$ cat src/rtl/aes_job_arbiter_pkg.sv
// aes_job_arbiter_pkg: shared FSM states, mode encodings and width helpers for the AES job arbiter.
package aes_job_arbiter_pkg;
  typedef enum logic [1:0] {IDLE, LOAD, BUSY, RESP} state_e;
  localparam logic MODE_ENC = 1'b0;
  localparam logic MODE_DEC = 1'b1;
  function automatic int unsigned tw(input int unsigned t);
    return (t > 1) ? $clog2(t) : 1;
  endfunction
endpackage

$ cat src/rtl/aes_job_arbiter_rr_arb2.sv
// rr_arb2: two-way round-robin pick; ptr names the requester preferred when both ask.
module rr_arb2 (
  input  logic [1:0] req_i,
  input  logic       ptr_i,
  output logic       gnt_o,
  output logic       any_o
);
  assign any_o = |req_i;
  assign gnt_o = req_i[ptr_i] ? ptr_i : ~ptr_i;
endmodule

$ cat src/rtl/aes_job_arbiter.sv
// aes_job_arbiter: shares one AES SPI Master between two requesters, with watchdog and
// valid/ready result return; the Master and enc/dec units sit outside on the m_* ports.
module aes_job_arbiter
  import aes_job_arbiter_pkg::*;
#(
  parameter  int NK      = 6,
  parameter  int NB      = 4,
  parameter  int NR      = 12,
  parameter  int TIMEOUT = 4096,
  localparam int KW      = 32 * NK,
  localparam int DW      = 32 * NB,
  localparam int TW      = tw(TIMEOUT)
) (
  input  logic          clk_i,
  input  logic          rst_ni,
  input  logic [1:0]    req_valid_i,
  output logic [1:0]    req_ready_o,
  input  logic          req0_mode_i,
  input  logic          req1_mode_i,
  input  logic [DW-1:0] req0_msg_i,
  input  logic [DW-1:0] req1_msg_i,
  input  logic [KW-1:0] req0_key_i,
  input  logic [KW-1:0] req1_key_i,
  output logic          rsp_valid_o,
  input  logic          rsp_ready_i,
  output logic          rsp_id_o,
  output logic          rsp_err_o,
  output logic [DW-1:0] rsp_data_o,
  output logic          m_valid_o,
  output logic          m_mode_o,
  output logic [DW-1:0] m_msg_o,
  output logic [KW-1:0] m_key_o,
  input  logic          m_done_i,
  input  logic [DW-1:0] m_result_i,
  output logic          m_abort_o,
  output logic          busy_o,
  output logic [15:0]   job_cnt_o,
  output logic [7:0]    err_cnt_o
);
  if (NR != NK + 6) begin : g_nr_bad
    $error("NR must equal NK+6");
  end
  state_e state_q, state_d;
  logic ptr_q, ptr_d, id_q, id_d, err_q, err_d, mode_q, mode_d;
  logic [DW-1:0] data_q, data_d, msg_q, msg_d;
  logic [KW-1:0] key_q, key_d;
  logic [TW-1:0] timer_q, timer_d;
  logic [15:0] job_q, job_d;
  logic [7:0] errc_q, errc_d;
  logic gnt, any, expired;
  rr_arb2 u_arb (
    .req_i(req_valid_i),
    .ptr_i(ptr_q),
    .gnt_o(gnt),
    .any_o(any)
  );
  assign expired = timer_q == TW'(TIMEOUT - 1);
  always_comb begin
    state_d   = state_q;
    ptr_d     = ptr_q;
    id_d      = id_q;
    err_d     = err_q;
    mode_d    = mode_q;
    data_d    = data_q;
    msg_d     = msg_q;
    key_d     = key_q;
    timer_d   = timer_q;
    job_d     = job_q;
    errc_d    = errc_q;
    m_abort_o = 1'b0;
    case (state_q)
      IDLE: if (any) begin
        state_d = LOAD;
        id_d    = gnt;
        mode_d  = (gnt ? req1_mode_i : req0_mode_i) ? MODE_DEC : MODE_ENC;
        msg_d   = gnt ? req1_msg_i : req0_msg_i;
        key_d   = gnt ? req1_key_i : req0_key_i;
      end
      LOAD: begin
        timer_d = '0;
        state_d = BUSY;
      end
      BUSY: begin
        timer_d = timer_q + TW'(1);
        // a completion arriving on the expiry cycle still counts as success
        if (m_done_i) begin
          data_d  = m_result_i;
          err_d   = 1'b0;
          state_d = RESP;
        end else if (expired) begin
          m_abort_o = 1'b1;
          err_d     = 1'b1;
          data_d    = '0;
          errc_d    = errc_q + {7'd0, ~&errc_q};
          state_d   = RESP;
        end
      end
      RESP: if (rsp_ready_i) begin
        job_d   = job_q + 16'd1;
        ptr_d   = ~id_q;
        state_d = IDLE;
      end
      default: state_d = IDLE;
    endcase
  end
  always_ff @(posedge clk_i or negedge rst_ni) begin
    if (!rst_ni) begin
      state_q <= IDLE;
      ptr_q   <= 1'b0;
      id_q    <= 1'b0;
      err_q   <= 1'b0;
      mode_q  <= MODE_ENC;
      data_q  <= '0;
      msg_q   <= '0;
      key_q   <= '0;
      timer_q <= '0;
      job_q   <= '0;
      errc_q  <= '0;
    end else begin
      state_q <= state_d;
      ptr_q   <= ptr_d;
      id_q    <= id_d;
      err_q   <= err_d;
      mode_q  <= mode_d;
      data_q  <= data_d;
      msg_q   <= msg_d;
      key_q   <= key_d;
      timer_q <= timer_d;
      job_q   <= job_d;
      errc_q  <= errc_d;
    end
  end
  // ready is gated by reset so a held request never sees a grant while in reset
  assign req_ready_o = (rst_ni && state_q == IDLE && any) ? (gnt ? 2'b10 : 2'b01) : 2'b00;
  assign rsp_valid_o = state_q == RESP;
  assign rsp_id_o    = id_q;
  assign rsp_err_o   = err_q;
  assign rsp_data_o  = data_q;
  assign m_valid_o   = state_q != IDLE;
  assign m_mode_o    = mode_q;
  assign m_msg_o     = msg_q;
  assign m_key_o     = key_q;
  assign busy_o      = state_q != IDLE;
  assign job_cnt_o   = job_q;
  assign err_cnt_o   = errc_q;
endmodule

$ cat config.mk
export PLATFORM = sky130hd
export DESIGN_NAME = aes_job_arbiter
export DESIGN_NICKNAME = d
export VERILOG_FILES = /design/src/rtl/aes_job_arbiter_pkg.sv /design/src/rtl/aes_job_arbiter_rr_arb2.sv /design/src/rtl/aes_job_arbiter.sv
export SDC_FILE = /design/constraint.sdc
export NUM_CORES = 1
export LEC_CHECK = 0
export CAP_MARGIN = 15
export CORE_AREA = 5 5 483 485
export CTS_CLUSTER_DIAMETER = 80
export DETAILED_ROUTE_END_ITERATION = 6
export DIE_AREA = 0 0 488 490
export SLEW_MARGIN = 25
export SYNTH_ARGS = -nofsm -noshare
export SYNTH_HDL_FRONTEND = slang
export SYNTH_HIERARCHICAL = 1
export SYNTH_SLANG_ARGS = --single-unit
$ cat constraint.sdc
create_clock -name clk_i -period 1.9 [get_ports clk_i]
set_clock_uncertainty 0.1 [all_clocks]
set_input_delay 0.38 -clock clk_i [delete_from_list [all_inputs] [get_ports clk_i]]
set_output_delay 0.38 -clock clk_i [all_outputs]
set_load 0.05 [all_outputs]
After elaboration in Yosys (flattened, before gate mapping):

Index checks and enable logic that the tools add are counted.

* bits in latches: 0
* output and inout bits: 481
* bits in read-only memories: 0
* memory bits (writable): 0
* memories: 0
* word-level logic and storage cells: 61
* register bits: 490
* input port bits: 776

* reductions and logical operators: 14
* shift-type cells: 0
* $lt $le $gt $ge: 1
* multiplexer cells: 22
* equality and inequality tests: 7
* add/sub/neg operators: 3
* bitwise gates (word level): 3
* multipliers: 0
* divide/modulo/power cells: 0

Operator list (number)
* 128-bit two-way mux: 3
* 192-bit two-way mux: 1
* 12-bit one-hot mux with 2 select lines: 1
* 16-bit by 1-bit adder with 16-bit output, second input constant: 1
* 12-bit by 1-bit adder with 12-bit output, second input constant: 1
* 12-bit equality test, second input constant: 1
* 2-bit two-way mux: 6
* 1-bit two-way mux: 10
* 8-bit by 1-bit adder with 8-bit output: 1
* 2-bit one-hot mux with 4 select lines: 1
* 8-bit AND reduction: 1
* 2-bit AND reduction: 3
* 3-bit AND reduction: 2
* 2-bit nonzero test: 3
* 2-bit equality test, second input constant: 2
* 3-bit != test, second input constant: 1
* 1-bit NOT: 3
* 2-bit by 1-bit equality test with 1-bit output, second input constant: 1
* 1-bit logical AND: 2
* 2-bit logical NOT: 1
* 1-bit by 2-bit less-than comparator with 1-bit output, second input constant: 1
* 2-bit by 1-bit != test with 1-bit output, second input constant: 1
* 2-bit != test, second input constant: 1
* 2-bit OR reduction: 1
* 1-bit logical NOT: 1

Longest topological paths before layout:

Gate-level depths: netlist (run 1).

* word-level depth: 5
* depth in mapped cells: 8

Hierarchy:

The synthesis (run 1) kept the hierarchy.

Modules (own cells, without submodules)
* aes_job_arbiter: seq. area each 12261.8 µm², cells an instance 1867, area each 21006.4 µm², times used 1
* rr_arb2: seq. area each 0.0 µm², cells an instance 3, area each 20.0 µm², times used 1

Least setup slack after synthesis (run 1):

Ideal clock, no wire load.

* path type: register to output
* start point: register state_q[0]
* end point: output req_ready_o[0]
* arrival time: 2142 ps
* setup slack: -722 ps
* cell stages (with the launch flop): 9
* cells stage by stage: dfrtp_1 -> inv_1 -> ha_1 -> and2_1 -> buf_2 -> clkbuf_1 -> clkbuf_1 -> nand2_1 -> nor2_1

* cells in the longest elaborated chain, start to end: 4

RTL lines
* start, declared: line aes_job_arbiter.sv:43 `state_e state_q, state_d;`
* start signal, assigned: line aes_job_arbiter.sv:120 `state_q <= state_d;`
* 2-bit logical NOT: line aes_job_arbiter.sv:134 `assign req_ready_o = (rst_ni && state_q == IDLE && any) ? (gnt ? 2'b10 : 2'b01) : 2'b00;`
* 1-bit logical AND (2 in a row): line aes_job_arbiter.sv:134
* 2-bit two-way mux: line aes_job_arbiter.sv:134
* end, declared: line aes_job_arbiter.sv:17 `output logic [1:0] req_ready_o,`

Every way passes these cells.

Worst setup path after layout (run 1):

* start point: register timer_q[1]
* end point: output m_abort_o

* cells in the longest elaborated chain, start to end: 4

RTL lines
* start, declared: line aes_job_arbiter.sv:47 `logic [TW-1:0] timer_q, timer_d;`
* start signal, assigned: line aes_job_arbiter.sv:128 `timer_q <= timer_d;`
* 12-bit equality test: line aes_job_arbiter.sv:57 `assign expired = timer_q == TW'(TIMEOUT - 1);`
* 1-bit two-way mux: line aes_job_arbiter.sv:90 `end else if (expired) begin`
* 1-bit two-way mux: line aes_job_arbiter.sv:86 `if (m_done_i) begin`
* 1-bit two-way mux: line aes_job_arbiter.sv:71 `case (state_q)`
* end, declared: line aes_job_arbiter.sv:35 `output logic m_abort_o,`

Every way passes these cells.

==> results.cfg, run 1 <==
[routing]
wl_per_cell_um = 32.5
first_pass_iters = 5
wirelength_um = 211000
vias_per_cell = 3.51
ant_nets = 0
drt_iter0_markers = 1384
route.vias.total = 22834
drc_errors = 0

[pwr]
power_density_nw_per_um2 = 1930
leakage_uw = 0.0190
finalPower_uw = 87800
peakVddDrop_v = 0.00109

[synth]
netlist.area_leader.share = 0.583
synth_common_cells = dfrtp_1, nor2_1, mux2i_1, a21oi_1, a22o_1
yosysWarnings = 6
ys_types = 38
syn_area_um2 = 21000
ys_async_sr_fraction = 1.00
syn-instance-count = 1870
ys_ff_latch = 490
synth_top_area_cell = dfrtp_1
synth_nets = 2654
syn_avg_cell_area_um2 = 11.2
synth_ff_type = dfrtp_1
synth_edf_count = 0
synth_area_leaders = dfrtp_1, mux2i_1, a21oi_1
yosysMostFrequentCell = dfrtp_1
ys_seq_area_frac = 0.583

[sta]
hold_viol = 0
fin_crit_sh = 1.29
tightest_slew_ns = 1.04
layout_setup_ws_ns = -0.551
rsz0062_at_grt = true
hold_ws_ns = 0.168
relSlewSlack = 0.307
fmax_mhz = 408
period_needed_ns = 2.45
setup_viol = 490
report.final.slew_viol_count = 0

[cts]
clkSlewWorstSetupHoldPaths_ns = 0.06
cts_buffers = 70
ctsRootBufferMaster = clkbuf_16
cts_max_path_buffers = 3
cts_tree = yes
htreeDepth = 3
clkLatencyLatePin_ns = 0.70
clock-sinks = 490

[placement]
hpwl_um = 175000
finalWeightedCongestion = 0.937
io_buffer_count = 1256
pre_cts_ws_ns = -0.615

[flow_run]
maxCapViolCount = 0

[status]
status = complete, but fails checks
violations = negative setup slack

[grt]
grt_max_degree = 87
globalRouteMet1Util = 0.171
first_global_vias = 22682
busiest_layer = met2
grtUsageMet3 = 0.104
antenna_found_initial = 238
grt_use_met2 = 0.273
gr-total-overflow = 0
grt_pass1_wl_um = 252000
track_usage = 0.164

[final_layout]
area_delta_synth_final_pct = 117
final_nets = 4173
multi_input_comb_area_um2 = 9160
regArea_um2 = 12300
nFillCells = 24770
drive_gt1_frac = 0.327

[die]
die_width_um = 488
die_y_um = 490
die_area_um2 = 239000
ios = 1257
initial_core_util = 0.0919
rows = 176
core_um2 = 229000

[worst_setup_path]
worst_setup_path_end_kind = output pin
criticalPathCategory = reg -> out
cp.required_ns = 1.42
critPathLaunchType = flip-flop
worst-path-max-fanout = 2
rr_worst_depth = 10
r2r_slack_ns = -0.34
crit_arrival_ns = 1.97

[worst_hold_path]
hold_class = in -> reg
hold_path_depth = 2
report_power, final:
| group | total, uW | internal (uW) | switching, uW |
|---|---|---|---|
| clock | 13700 | 7860 | 5890 |
| sequential | 19200 | 15300 | 3950 |
| combinational | 54800 | 21200 | 33700 |
| total | 87800 | 44300 | 43500 |
flip-flops by register name (all words and copies together), names as in the netlist:
register	cells
timer_q	12
m_mode_o	1
rsp_err_o	1
m_key_o	192
err_cnt_o	8
rsp_id_o	1
m_msg_o	128
job_cnt_o	16
rsp_data_o	128
state_q	2
ptr_q	1
cells in the final DEF, fill, tap and decap left out, types with 4 or more instances in the layout:
| cell type | instances |
|---|---|
| buf_12 | 172 |
| buf_4 | 473 |
| mux2i_2 | 46 |
| a21oi_1 | 282 |
| xnor2_1 | 18 |
| nand4_1 | 11 |
| inv_1 | 7 |
| a22o_1 | 130 |
| nand3_1 | 13 |
| clkbuf_8 | 9 |
| mux2i_4 | 34 |
| clkinv_4 | 4 |
| clkbuf_1 | 10 |
| diode_2 | 37 |
| clkinvlp_4 | 5 |
| xor2_1 | 7 |
| buf_6 | 64 |
| buf_8 | 33 |
| nor2_1 | 285 |
| mux2_2 | 4 |
| dfrtp_1 | 484 |
| clkbuf_16 | 104 |
| clkinv_16 | 4 |
| nor2_4 | 12 |
| nand2_1 | 14 |
| mux2i_1 | 244 |
| nor2_2 | 37 |
| clkdlybuf4s50_1 | 774 |
| bufinv_16 | 4 |
| buf_16 | 33 |
| clkinv_2 | 7 |
| o21ai_0 | 8 |
| dfrtp_2 | 6 |
| a21oi_2 | 41 |
timing repair:
action	in CTS	in global routing
endpoints found under the setup margin	459	581
gates cloned	25	40
hold endpoints to repair	267	0
setup buffers	53	46
gates resized for setup	163	329
hold buffers	1	0
pin swaps	125	147
path summary, 6_finish.rpt:
kind | start | end
max reg2reg | ptr_q$_DFFE_PN0P_ | m_key_o[172]$_DFFE_PN0P_
min reg2reg | job_cnt_o[15]$_DFFE_PN0P_ | job_cnt_o[15]$_DFFE_PN0P_
max | timer_q[1]$_DFFE_PN0P_ | m_abort_o
min | m_result_i[118] | rsp_data_o[118]$_DFFE_PN0P_
min in group asynchronous | rst_ni | m_msg_o[121]$_DFFE_PN0P_
max in group asynchronous | rst_ni | m_msg_o[34]$_DFFE_PN0P_
layer usage:
layer / up-vias / wire (um)
met5: - / 1110
met4: 172 / 8250
met3: 548 / 30100
met2: 1467 / 98200
met1: 10904 / 73600
li1: 9743 / -
metrics by stage:
stage	util	TNS [ns]	instances	instance area [um2]
CTS	0.189	-131.33	6405	43200
global placement	0.170	-182.92	6206	38900
finish	0.199	-98.84	6502	45500
global route	0.199	-149.17	6477	45500
floorplan	-	-8.18	1870	21100
detailed placement	0.170	-196.02	6206	38900
critical path, cell delays in order (launching register included):
cell	delay (ns)
dfrtp_1	0.40
ha_4	0.17
nand3_4	0.07
or3_4	0.36
nor2_4	0.12
buf_12	0.15
cells by family after synthesis:
logic type	after synthesis	share of synthesized area
adder cells (fa/ha/maj)	8	0.00476
AND/OR/NAND/NOR	403	0.0800
buffers and inverters	149	0.0299
XOR/XNOR	25	0.0104
flip-flops	490	0.583
AO/OA/AOI/OAI	467	0.135
multiplexers	328	0.156
area by class of cell:
class,instances,area share
Tap cell,3026,0.0831
Clock buffer,89,0.0420
Inverter,10,0.00110
Multi-Input combinational cell,1231,0.201
Timing Repair Buffer,1586,0.391
Antenna cell,37,0.00203
Sequential cell,490,0.269
Clock inverter,33,0.0103
(Power assumes the default switching activity.)
==> run 2: changes to the inputs <==
- GPL_ROUTABILITY_DRIVEN: unset -> 0
==> run 2 against run 1 <==
The flow still finishes with violations (negative setup slack). Routed wire length down 4.7%. Sequential share of layout area grew 0.99 points. Clock power about the same. Setup slack lost 0.068 ns. Highest routed layer unchanged. Global-route usage decreased by 0.40 points.
==> results.cfg, run 2 (synthesis gave the netlist of run 1 again) <==
[sta]
report.final.slew_viol_count = 0
hold_ws_ns = 0.196
hold_viol = 0
period_needed_ns = 2.52
relSlewSlack = 0.570
fmax_mhz = 397
fin_crit_sh = 1.33
layout_setup_ws_ns = -0.619
setup_viol = 324
rsz0062_at_grt = true
tightest_slew_ns = 0.645

[cts]
ctsRootBufferMaster = clkbuf_16
clkLatencyLatePin_ns = 0.69
clock-sinks = 490
cts_max_path_buffers = 3
cts_tree = yes
htreeDepth = 3
clkSlewWorstSetupHoldPaths_ns = 0.07
cts_buffers = 68

[final_layout]
utilization = 0.192
regArea_um2 = 12300
multi_input_comb_area_um2 = 9180
layout_common_cells = clkdlybuf4s50_1, dfrtp_1, buf_4
design_area_um2 = 44000
area_delta_synth_final_pct = 109
largest_reg_flops = 192
finalNonFillerCells = 6424
drive_gt1_frac = 0.302
nFillCells = 24852
final_nets = 4097
final_common_cell = clkdlybuf4s50_1

[grt]
gr-total-overflow = 0
first_global_vias = 22523
track_usage = 0.160
grt_pass1_wl_um = 248000
grt_max_degree = 81
antenna_found_initial = 245

[routing]
vias_per_cell = 3.49
wirelength_um = 201000
wl_per_cell_um = 31.3
drc_errors = 0
first_pass_iters = 7
drt_iter0_markers = 1416
route.vias.total = 22409
ant_nets = 0

[die]
ios = 1257
die_width_um = 488
core_um2 = 229000
rows = 176
die_y_um = 490
initial_core_util = 0.0919
die_area_um2 = 239000

[pwr]
power_density_nw_per_um2 = 1910
p_seq_frac = 0.229
p_comb_frac = 0.609
p_sw_frac = 0.500
peakVddDrop_v = 0.00154
p_clk_frac = 0.162
switchingPower_uw = 41900
intPower_uw = 41900
leakage_uw = 0.0184

[worst_setup_path]
crit_arrival_ns = 2.04
criticalPathCategory = reg -> out
r2r-start = ptr_q$_DFFE_PN0P_
worst-path-max-fanout = 3
critPathLaunchType = flip-flop
worst_setup_path_end_kind = output pin
critPathLaunch = ptr_q$_DFFE_PN0P_
r2r_slack_ns = -0.50
cp.required_ns = 1.42

[flow_run]
maxCapViolCount = 0

[worst_hold_path]
hp-start = m_result_i[38]
hold_class = in -> reg

[placement]
pre_cts_ws_ns = -0.680
hpwl_um = 175000
placed_cells = 6195
io_buffer_count = 1256
dpl_cell_area_um2 = 38800

[status]
status = complete, but fails checks
violations = negative setup slack
## run 2: cell count changes in the layout (fill, tap and decap cells not counted), moves of 13 or more
cell / before / now
nor2_1: 285 / 332
nor2_2: 37 / 0
clkbuf_16: 104 / 74
mux2i_2: 46 / 27
buf_6: 64 / 47
buf_16: 33 / 17
mux2i_4: 34 / 47
## run 2: cell type report
type / instances / share of cell area
sequential: 490 / 0.279
antenna: 33 / 0.00188
timing repair buffer: 1512 / 0.370
clock buffer: 87 / 0.0424
tap: 3026 / 0.0861
inverter: 10 / 0.000911
multi-input combinational: 1231 / 0.209
clock inverter: 35 / 0.0107
## run 2: metrics by stage
step                power (uW)  TNS (ns)
floorplan                43800     -8.18
global placement         66400   -169.69
detailed placement       66800   -176.02
CTS                      83900   -142.87
global route             87200   -137.19
finish                   83800   -109.48
## run 2: final timing paths
check / to / cells past startpoint
hold reg to reg: job_cnt_o[15]$_DFFE_PN0P_ / 1
setup / recovery: req_ready_o[1] / 5
max in group asynchronous: m_key_o[179]$_DFFE_PN0P_ / 4
min in group asynchronous: m_msg_o[107]$_DFFE_PN0P_ / 3
setup reg to reg: m_msg_o[114]$_DFFE_PN0P_ / 11
hold / removal: rsp_data_o[38]$_DFFE_PN0P_ / 2
## run 2: layer usage
layer | vias up | track usage | routed length (um)
li1 | 9565 | - | -
met1 | 10642 | 0.167 | 70300
met2 | 1497 | 0.263 | 91300
met3 | 547 | 0.102 | 30300
met4 | 158 | 0.0517 | 8510
met5 | - | 0 | 968
## run 2: worst max-delay path, cell delays in order (launching register included)
cell,delay [ns]
dfrtp_2,0.49
mux2i_4,0.29
buf_12,0.13
buf_8,0.10
and3_4,0.20
buf_12,0.14
## run 2: timing repair
item,in CTS,in global routing
resized for setup,212,198
cloned,17,8
endpoints found under the hold margin,484,0
setup buffers,45,42
pin swaps,166,165
endpoints found under the setup margin,468,443
hold buffers,1,0
## run 2: power by group through the flow
stage | combinational, uW | sequential [uW] | clock [uW]
2_1_floorplan | 9630 | 34100 | 0
3_3_place_gp | 47300 | 19100 | 0
3_5_place_dp | 47600 | 19200 | 0
4_1_cts | 50600 | 19100 | 14200
5_1_grt | 53100 | 19700 | 14400
6_report | 51000 | 19200 | 13600
==> run 3: changes to the inputs <==
- ABC_CLOCK_PERIOD_IN_PS: unset -> 1900
==> results of run 3 <==
Same layout as run 2: the final DEF is identical, and so are final timing and power.
